$ cat src/rtl/plab3_mem_sec_mem_guard_pkg.sv
// rtl/plab3_mem_sec_mem_guard_pkg.sv - shared defs for the secure memory guard: domains, states, mem msg layout
package plab3_mem_sec_mem_guard_pkg;

  // Security domain encodings carried alongside each cache request
  localparam logic DOMAIN_LOW  = 1'b0;
  localparam logic DOMAIN_HIGH = 1'b1;

  // Guard FSM states (3-bit encoding, IDLE=0 .. DENY=5)
  typedef enum logic [2:0] {
    STATE_IDLE     = 3'd0,
    STATE_CHECK    = 3'd1,
    STATE_MEM_REQ  = 3'd2,
    STATE_MEM_WAIT = 3'd3,
    STATE_RESP     = 3'd4,
    STATE_DENY     = 3'd5
  } guard_state_t;

  // VC memory message type encodings
  localparam int         MEM_MSG_TYPE_NBITS  = 3;
  localparam logic [2:0] MEM_MSG_TYPE_READ   = 3'd0;
  localparam logic [2:0] MEM_MSG_TYPE_WRITE  = 3'd1;
  localparam logic [2:0] MEM_MSG_TYPE_INIT   = 3'd2;
  localparam int         MEM_RESP_TEST_NBITS = 2;

  // Request layout (MSB..LSB): type | opaque | addr | len | data
  // Response layout (MSB..LSB): type | opaque | test | len | data
  function automatic int mem_len_nbits(input int d);
    return $clog2(d / 8);
  endfunction

  function automatic int mem_req_msg_nbits(input int o, input int a, input int d);
    return MEM_MSG_TYPE_NBITS + o + a + mem_len_nbits(d) + d;
  endfunction

  function automatic int mem_resp_msg_nbits(input int o, input int d);
    return MEM_MSG_TYPE_NBITS + o + MEM_RESP_TEST_NBITS + mem_len_nbits(d) + d;
  endfunction

  function automatic int mem_req_addr_lsb(input int d);
    return d + mem_len_nbits(d);
  endfunction

  function automatic int mem_req_opaque_lsb(input int a, input int d);
    return d + mem_len_nbits(d) + a;
  endfunction

  function automatic int mem_req_type_lsb(input int o, input int a, input int d);
    return d + mem_len_nbits(d) + a + o;
  endfunction

  function automatic int mem_resp_opaque_lsb(input int d);
    return d + mem_len_nbits(d) + MEM_RESP_TEST_NBITS;
  endfunction

  function automatic int mem_resp_type_lsb(input int o, input int d);
    return d + mem_len_nbits(d) + MEM_RESP_TEST_NBITS + o;
  endfunction

endpackage

$ cat src/rtl/plab3_mem_sec_addr_checker.sv
// rtl/plab3_mem_sec_addr_checker.sv - combinational deny decision for low-domain access to the high region
module plab3_mem_sec_addr_checker
  import plab3_mem_sec_mem_guard_pkg::*;
#(
  parameter int             abw         = 32,
  parameter logic [abw-1:0] p_high_base = 32'h0000_8000
)(
  input  logic [abw-1:0] addr,
  input  logic           domain,
  output logic           deny
);

  // Only low-domain requests at or above the base are refused; unsigned compare
  assign deny = (domain == DOMAIN_LOW) && (addr >= p_high_base);

endmodule

$ cat src/rtl/plab3_mem_sec_mem_guard.sv
// rtl/plab3_mem_sec_mem_guard.sv - blocking guard between secure cache and memory; optional PLAB3_MEM_SEC_GUARD_VIOL_CNT_EN adds viol_count
module plab3_mem_sec_mem_guard
  import plab3_mem_sec_mem_guard_pkg::*;
#(
  parameter int             p_opaque_nbits = 8,
  parameter int             abw            = 32,
  parameter int             clw            = 128,
  parameter logic [abw-1:0] p_high_base    = 32'h0000_8000,
  localparam int            c_req_nbits    = mem_req_msg_nbits(p_opaque_nbits, abw, clw),
  localparam int            c_resp_nbits   = mem_resp_msg_nbits(p_opaque_nbits, clw)
)(
  input  logic                    clk,
  input  logic                    reset,

  input  logic [c_req_nbits-1:0]  cachereq_msg,
  input  logic                    cachereq_domain,
  input  logic                    cachereq_val,
  output logic                    cachereq_rdy,

  output logic [c_resp_nbits-1:0] cacheresp_msg,
  output logic                    cacheresp_domain,
  output logic                    cacheresp_val,
  input  logic                    cacheresp_rdy,
  output logic                    insecure,

  output logic [c_req_nbits-1:0]  memreq_msg,
  output logic                    memreq_val,
  input  logic                    memreq_rdy,

  input  logic [c_resp_nbits-1:0] memresp_msg,
  input  logic                    memresp_val,
`ifdef PLAB3_MEM_SEC_GUARD_VIOL_CNT_EN
  output logic [7:0]              viol_count,
`endif
  output logic                    memresp_rdy
);

  localparam int c_req_addr_lsb    = mem_req_addr_lsb(clw);
  localparam int c_req_opaque_lsb  = mem_req_opaque_lsb(abw, clw);
  localparam int c_req_type_lsb    = mem_req_type_lsb(p_opaque_nbits, abw, clw);
  localparam int c_resp_opaque_lsb = mem_resp_opaque_lsb(clw);
  localparam int c_resp_type_lsb   = mem_resp_type_lsb(p_opaque_nbits, clw);

  guard_state_t                state;
  logic [c_req_nbits-1:0]      req_reg;
  logic                        dom_reg;
  logic [c_resp_nbits-1:0]     resp_reg;

  logic [abw-1:0]              req_addr;
  logic [MEM_MSG_TYPE_NBITS-1:0] req_type;
  logic [p_opaque_nbits-1:0]   req_opaque;
  logic                        deny;
  logic [c_resp_nbits-1:0]     deny_msg;

  assign req_addr   = req_reg[c_req_addr_lsb +: abw];
  assign req_opaque = req_reg[c_req_opaque_lsb +: p_opaque_nbits];
  assign req_type   = req_reg[c_req_type_lsb +: MEM_MSG_TYPE_NBITS];

  // The held request is presented unchanged to memory; the held response to the cache
  assign memreq_msg    = req_reg;
  assign cacheresp_msg = resp_reg;

  plab3_mem_sec_addr_checker #(
    .abw         (abw),
    .p_high_base (p_high_base)
  ) addr_checker (
    .addr   (req_addr),
    .domain (dom_reg),
    .deny   (deny)
  );

  // Denial response echoes type and opaque so the cache can match it; len, test and data are zero
  always_comb begin
    deny_msg = '0;
    deny_msg[c_resp_type_lsb +: MEM_MSG_TYPE_NBITS] = req_type;
    deny_msg[c_resp_opaque_lsb +: p_opaque_nbits]   = req_opaque;
  end

  // Guard FSM with registered handshake outputs set on entry to each state
  always_ff @(posedge clk) begin
    if (reset) begin
      state            <= STATE_IDLE;
      req_reg          <= '0;
      dom_reg          <= DOMAIN_LOW;
      resp_reg         <= '0;
      cachereq_rdy     <= 1'b1;
      memresp_rdy      <= 1'b1;
      memreq_val       <= 1'b0;
      cacheresp_val    <= 1'b0;
      cacheresp_domain <= DOMAIN_LOW;
      insecure         <= 1'b0;
    end else begin
      case (state)
        STATE_IDLE: begin
          // Stale memory responses are accepted and discarded here
          if (cachereq_val) begin
            req_reg      <= cachereq_msg;
            dom_reg      <= cachereq_domain;
            cachereq_rdy <= 1'b0;
            memresp_rdy  <= 1'b0;
            state        <= STATE_CHECK;
          end
        end
        STATE_CHECK: begin
          if (deny) begin
            resp_reg         <= deny_msg;
            cacheresp_val    <= 1'b1;
            cacheresp_domain <= DOMAIN_LOW;
            insecure         <= 1'b1;
            state            <= STATE_DENY;
          end else begin
            memreq_val <= 1'b1;
            state      <= STATE_MEM_REQ;
          end
        end
        STATE_MEM_REQ: begin
          if (memreq_rdy) begin
            memreq_val  <= 1'b0;
            memresp_rdy <= 1'b1;
            state       <= STATE_MEM_WAIT;
          end
        end
        STATE_MEM_WAIT: begin
          if (memresp_val) begin
            resp_reg         <= memresp_msg;
            memresp_rdy      <= 1'b0;
            cacheresp_val    <= 1'b1;
            cacheresp_domain <= dom_reg;
            insecure         <= 1'b0;
            state            <= STATE_RESP;
          end
        end
        STATE_RESP, STATE_DENY: begin
          if (cacheresp_rdy) begin
            cacheresp_val    <= 1'b0;
            cacheresp_domain <= DOMAIN_LOW;
            insecure         <= 1'b0;
            cachereq_rdy     <= 1'b1;
            memresp_rdy      <= 1'b1;
            state            <= STATE_IDLE;
          end
        end
        default: begin
          cachereq_rdy  <= 1'b1;
          memresp_rdy   <= 1'b1;
          memreq_val    <= 1'b0;
          cacheresp_val <= 1'b0;
          insecure      <= 1'b0;
          state         <= STATE_IDLE;
        end
      endcase
    end
  end

`ifdef PLAB3_MEM_SEC_GUARD_VIOL_CNT_EN
  // Count delivered denials, holding at the top value instead of wrapping
  always_ff @(posedge clk) begin
    if (reset) begin
      viol_count <= 8'h00;
    end else if ((state == STATE_DENY) && cacheresp_rdy && (viol_count != 8'hFF)) begin
      viol_count <= viol_count + 8'd1;
    end
  end
`endif

endmodule

$ cat config.mk
export PLATFORM = sky130hd
export DESIGN_NAME = plab3_mem_sec_mem_guard
export DESIGN_NICKNAME = d
export VERILOG_FILES = /design/src/rtl/plab3_mem_sec_mem_guard_pkg.sv /design/src/rtl/plab3_mem_sec_addr_checker.sv /design/src/rtl/plab3_mem_sec_mem_guard.sv
export SDC_FILE = /design/constraint.sdc
export NUM_CORES = 1
export LEC_CHECK = 0
export BUFFER_PORTS_ARGS = -buffer_cell sky130_fd_sc_hd__buf_4
export CAP_MARGIN = 10
export CORE_AREA = 3 3 251 253
export DETAILED_ROUTE_END_ITERATION = 10
export DIE_AREA = 0 0 254 256
export PLACE_DENSITY = 0.47
export SLEW_MARGIN = 20
export SYNTH_ARGS = -nofsm -noshare
export SYNTH_HDL_FRONTEND = slang
export SYNTH_SLANG_ARGS = --single-unit
$ cat constraint.sdc
create_clock -name clk -period 2.5 [get_ports clk]
set_input_delay 0.25 -clock clk [delete_from_list [all_inputs] [get_ports clk]]
set_output_delay 0.25 -clock clk [all_outputs]
set_load 0.01 [all_outputs]
* Yosys cells after proc, flatten, opt, wreduce, memory -nomap -nowiden *
Cells that the tools add are included.

storage, ports and cells
  word-level logic and storage cells = 69
  bits in registers = 330
  input bits = 327
  output and inout port bits = 326

operators by class
  multiplexer cells = 26
  equality and inequality tests = 11
  reduce and logical (&&, ||, !) cells = 16
  bitwise gates (word level) = 5
  $lt $le $gt $ge = 1

operators with widths
  operator                                                                 number
  145-bit two-way mux                                                      2
  145-bit case mux with 2 select lines                                     1
  32-bit by 16-bit >= comparator with 1-bit output, second input constant  1
  3-bit two-way mux                                                        5
  3-bit case mux with 5 select lines                                       1
  4-bit AND reduction                                                      3
  1-bit two-way mux                                                        11
  2-bit inequality test, second input constant                             5
  1-bit case mux with 3 select lines                                       3
  3-bit AND reduction                                                      3
  1-bit case mux with 4 select lines                                       2
  3-bit by 2-bit == test with 1-bit output, second input constant          2
  3-bit == test, second input constant                                     2
  1-bit NOT                                                                5
  1-bit case mux with 5 select lines                                       1
  5-bit AND reduction                                                      1
  2-bit OR reduction                                                       2
  4-bit OR reduction                                                       1
  3-bit by 1-bit == test with 1-bit output, second input constant          1
  3-bit logical NOT                                                        1
  3-bit nonzero test                                                       1
  3-bit OR reduction                                                       1
  2-bit by 1-bit inequality test with 1-bit output, second input constant  1
  2-bit AND reduction                                                      1
  2 further kinds                                                          2

* Logic depth before layout (Yosys ltp) *
  depth in word-level cells = 4
  depth in mapped cells = 8
  depth with buffers taken out = 4

* Hierarchy *
A second synthesis with hierarchy kept.

second synthesis, totals
  cell total of the unflattened synthesis = 1343
  area, all modules = 11517.3 µm²

by module, submodules not included
  module                      area an instance (µm²)  seq. area each (µm²)  cells each  times used
  plab3_mem_sec_mem_guard     11469.8                 6606.3                1336        1
  plab3_mem_sec_addr_checker  47.5                    0.0                   7           1

* Worst setup path after synthesis *
OpenSTA, ideal clock, no wires.

  path type = register -> register
  start = register state[0]
  end = register resp_reg[139] (netlist: cacheresp_msg[139])
  arrival = 1.688 ns
  slack = 0.691 ns
  library setup time = 0.121 ns
  cell stages (with the launch flop) = 8
  buffers on the path = 3
  clock period less this slack = 1.809 ns
  data required time = 2.379 ns
  cells stage by stage = dfxtp_1 > buf_4 > or4b_1 > a21oi_1 > a211oi_2 > buf_6 > buf_6 > mux2_4

on the way
  word-level cells in the longest chain between the ends = 3
  elaborated cells on any way between the ends = 7
  classes of those cells = eq/ne (4); mux (1); reduce/logical (2)

ends and longest elaborated chain
  item                                                                                                  line                            text
  from (decl)                                                                                           plab3_mem_sec_mem_guard.sv:44   guard_state_t state;
  from (signal assigned)                                                                                plab3_mem_sec_mem_guard.sv:82   state <= STATE_IDLE;
  from (signal assigned)                                                                                plab3_mem_sec_mem_guard.sv:101  state <= STATE_CHECK;
  from (signal assigned)                                                                                plab3_mem_sec_mem_guard.sv:110  state <= STATE_DENY;
  3-bit by 1-bit == test with 1-bit output or 3-bit by 2-bit == test with 1-bit output (tied branches)  plab3_mem_sec_mem_guard.sv:93   case (state)
  2-bit by 1-bit inequality test with 1-bit output (no source line), or another cell as far along       --
  3-bit AND reduction (no source line)                                                                  --
  to (signal assigned)                                                                                  plab3_mem_sec_mem_guard.sv:106  resp_reg <= deny_msg;
  to (signal assigned)                                                                                  plab3_mem_sec_mem_guard.sv:125  resp_reg <= memresp_msg;
  to (decl)                                                                                             plab3_mem_sec_mem_guard.sv:47   logic [c_resp_nbits-1:0] resp_reg;

Parallel ways exist; a longest one is shown, timed or not.
A chain may end at the register's enable or synchronous reset.

* Worst setup path in the final report *
  start = register req_reg[150] (netlist: memreq_msg[150])
  end = register resp_reg[20] (netlist: cacheresp_msg[20])

on the way
  word-level cells in the longest chain between the ends = 4

ends and longest elaborated chain
  item                                                               line                              text
  from (decl)                                                        plab3_mem_sec_mem_guard.sv:45     logic [c_req_nbits-1:0] req_reg;
  from (signal assigned)                                             plab3_mem_sec_mem_guard.sv:97     req_reg <= cachereq_msg;
  32-bit by 16-bit >= comparator with 1-bit output                   plab3_mem_sec_addr_checker.sv:14  assign deny = (domain == DOMAIN_LOW) && (addr >= p_high_base);
  1-bit logical AND                                                  plab3_mem_sec_addr_checker.sv:14
  2-bit by 1-bit inequality test with 1-bit output (no source line)  --
  3-bit AND reduction (no source line)                               --

Every way passes these cells.

==> flow_summary.json <==
{
  "power_frac_seq_pct": 32.7,
  "rsz0062_at_grt": "false",
  "r2r_cells": 7,
  "grt_overflow": 0,
  "areaGrowthSynthToFinish_pct": 82.1,
  "post-route-min-period_ps": 2280,
  "place_hpwl_um": 38800,
  "hp-start": "memresp_msg[72]",
  "synth_mux_area_share_pct": 12.7,
  "rows": 91,
  "peakVddDrop_mv": 0.661,
  "grt_pass1_vias": 14100,
  "synthCells": 1494,
  "path_max_fanout": 34,
  "p_int_mw": 12.9,
  "ys_warn_count": 0,
  "drt-wirelength-per-cell_um": 16.7,
  "yosys.area_share.simple_pct": 22.3,
  "arrival_ps": 2740,
  "dpl_cell_area_um2": 18500,
  "drc": 0,
  "leakage_nw": 10.3,
  "synth_area_um2": 12600,
  "ys.flop_type": "dfxtp_1",
  "syn_nets": 1821,
  "drive_gt1_share_pct": 31.5,
  "drv_cap": 0,
  "slew_headroom_pct": 49.4,
  "floorplan.initialDensity_pct": 20.6,
  "final.setup.worst_slack_ps": 216,
  "timing.hold.ws_ps": 40.5,
  "synth_compound_area_share_pct": 8.24,
  "cts_max_level": 2,
  "drt_iter0_drc": 551,
  "swShare_pct": 34.0,
  "final_max_slew_viol_count": 0,
  "tightest_slew_ps": 760,
  "die_x_um": 254,
  "synth_edf_count": 0,
  "antenna_found_initial": 5,
  "cts.clk_slew.worst_paths_ps": 60,
  "r2r_start": "memreq_msg[150]",
  "setup_viol": 0,
  "crit_path_start_kind": "register",
  "grt_max_degree": 86,
  "ys_types": 39,
  "holdPathEnd": "cacheresp_msg[72]",
  "io_buffers": 652,
  "synth_fa_ha_area_share_pct": 0,
  "finalHoldViolations": 0,
  "hp-class": "input pin to register",
  "fmax_ghz": 0.438,
  "fp.dieH_um": 256,
  "dieArea_um2": 65000,
  "firstDrtPassIters": 5,
  "crit_type": "register to register",
  "postCtsSetupBuffers": 0,
  "status": "complete, no violations",
  "routed_wl_um": 54200,
  "timing.rr.end": "cacheresp_msg[20]",
  "async_flop_share_pct": 0,
  "skew_ps": 16.5,
  "hold_depth": 3,
  "cts_tree": "built",
  "cts_made_buffers": 41,
  "regToRegSetupSlack_ps": 220,
  "track_usage_pct": 15.8,
  "routed-via-count": 13800,
  "finalCritPeriodShare_pct": 91.3,
  "endpoint_kind": "register",
  "combPwrFrac_pct": 38.0,
  "required_ps": 2960,
  "place_ws_ps": 184,
  "nFillCells": 6203,
  "ys_ff_latch": 330,
  "cts_sinks": 330,
  "viasPerCell": 4.25,
  "root_buffer": "clkbuf_16",
  "drtAntennaViolNets": 0,
  "avgSynthCellArea_um2": 8.46,
  "clk_latency_ps": 550,
  "ys_seq_area_share_pct": 52.2,
  "largest_register_ffs": 175,
  "grt_pass1_wl_um": 80700,
  "cts_buffer_depth": 3,
  "setup_tns_ps": 0,
  "clkPwrFrac_pct": 29.3,
  "core_region_area_um2": 61300,
  "synthXorXnorAreaFrac_pct": 0,
  "synth_top_family_by_area": "simple AND/OR/NAND/NOR gates",
  "ioPinCount": 653,
  "final_cell_area_um2": 23000,
  "gp_congestion": 0.782,
  "power_density_nw_per_um2": 850,
  "nets": 2746,
  "p_switching_mw": 6.66
}
cells in the final DEF (no fill, tap or decap), types with 2 or more instances in the layout:
cell type / Yosys / final
mux2_4: 5 / 5
nor3_1: 2 / 2
inv_1: 3 / 2
diode_2: 0 / 5
clkbuf_16: 0 / 43
nor4_1: 2 / 2
clkbuf_8: 0 / 10
buf_4: 14 / 671
and3_1: 3 / 2
or3_1: 2 / 2
clkbuf_1: 90 / 10
nand2_1: 492 / 492
nor2b_1: 12 / 12
nor2_1: 18 / 17
mux2i_1: 146 / 146
nand2b_1: 2 / 2
dlygate4sd3_1: 0 / 318
mux2_2: 6 / 6
o211a_1: 2 / 2
clkinvlp_4: 0 / 3
o21a_1: 2 / 2
o31ai_1: 2 / 2
nand3_1: 138 / 137
dfxtp_1: 330 / 329
a21oi_1: 183 / 183
clkinv_2: 0 / 4
buf_12: 0 / 18
and2_1: 2 / 2
worst max path at each step:
stage	endpoint	depth (start not counted)	from	slack [ps]
after floorplan	cacheresp_msg[139]	7	state[0]	690
after global placement	cacheresp_msg[20]	7	memreq_msg[150]	200
after detailed placement	cacheresp_msg[20]	7	memreq_msg[150]	180
after CTS	memreq_msg[83]	6	state[1]	10
after global routing	memreq_msg[70]	6	state[0]	40
final	cacheresp_msg[20]	7	memreq_msg[150]	220
cell type report:
class / instances / area [um2] / share of cell area, %
well taps: 790 / 988 / 4.29
inverters: 3 / 18.8 / 0.0815
multi-input cells: 1035 / 5510 / 23.9
clock buffers: 63 / 1250 / 5.43
diodes: 5 / 12.5 / 0.0543
clock inverters: 8 / 51.3 / 0.223
repair buffers: 1008 / 8590 / 37.3
flip-flops and latches: 330 / 6610 / 28.7
critical path, cell delays in order (launching register included):
cell and delay [ps]:
dfxtp_1 320, nor4_1 370, buf_4 180, nand3_1 140
a211oi_4 310, buf_12 300, buf_4 260, mux2i_1 220
what timing repair did:
item,CTS,global route
hold endpoints to repair,309,0
setup endpoints to repair,0,8
gates resized for setup,0,3
hold buffers,318,0
per-layer routing:
metal | wire, um | part of all wire, % | GRT usage, % | vias to the layer above
met5 | 13 | 0.024 | 0 | -
met4 | 1940 | 3.6 | 6.12 | 2
met3 | 4020 | 7.4 | 4.69 | 110
met2 | 26500 | 49 | 27.5 | 493
met1 | 21800 | 40 | 18.0 | 6375
li1 | - | - | - | 6812
synthesized netlist by cell type (all sizes together), types with 2 or more instances:
library cell | instances | area share, %
o211a | 2 | 0.16
nand2b | 2 | 0.099
clkbuf | 90 | 2.7
nand2 | 492 | 15
nor2b | 12 | 0.59
mux2 | 11 | 1.1
and2 | 2 | 0.099
and3 | 3 | 0.15
nor2 | 18 | 0.53
inv | 3 | 0.089
nor4 | 3 | 0.20
o21a | 2 | 0.12
dfxtp | 330 | 52
or3 | 2 | 0.099
nor3 | 2 | 0.079
nand3 | 138 | 5.5
o31ai | 2 | 0.12
mux2i | 146 | 12
buf | 37 | 1.8
a21oi | 183 | 7.2
cell families (layout without fill, tap and decap cells):
logic type,after synthesis,in the layout
compound gates,198,198
simple gates,679,680
buf+inv,130,1082
flops,330,330
other cells,0,5
mux,157,157
power by group through the flow:
stage	Clock (mW)	Sequential (mW)	Combinational, mW
global placement	0	6.48	7.00
CTS	5.97	6.40	7.52
global route	6.17	6.50	8.04
floorplan	0	6.67	3.85
detailed placement	0	6.51	7.05
finish	5.73	6.41	7.44
per-stage QoR:
stage	std cells	utilization, %	total power [mW]
after floorplan	1494	-	10.5
after detailed placement	2847	30.2	13.6
after CTS	3236	37.5	19.9
after global placement	2847	30.2	13.5
final	3242	37.6	19.6
after global routing	3239	37.6	20.7
Note: power is estimated with default switching activity, not from simulation.
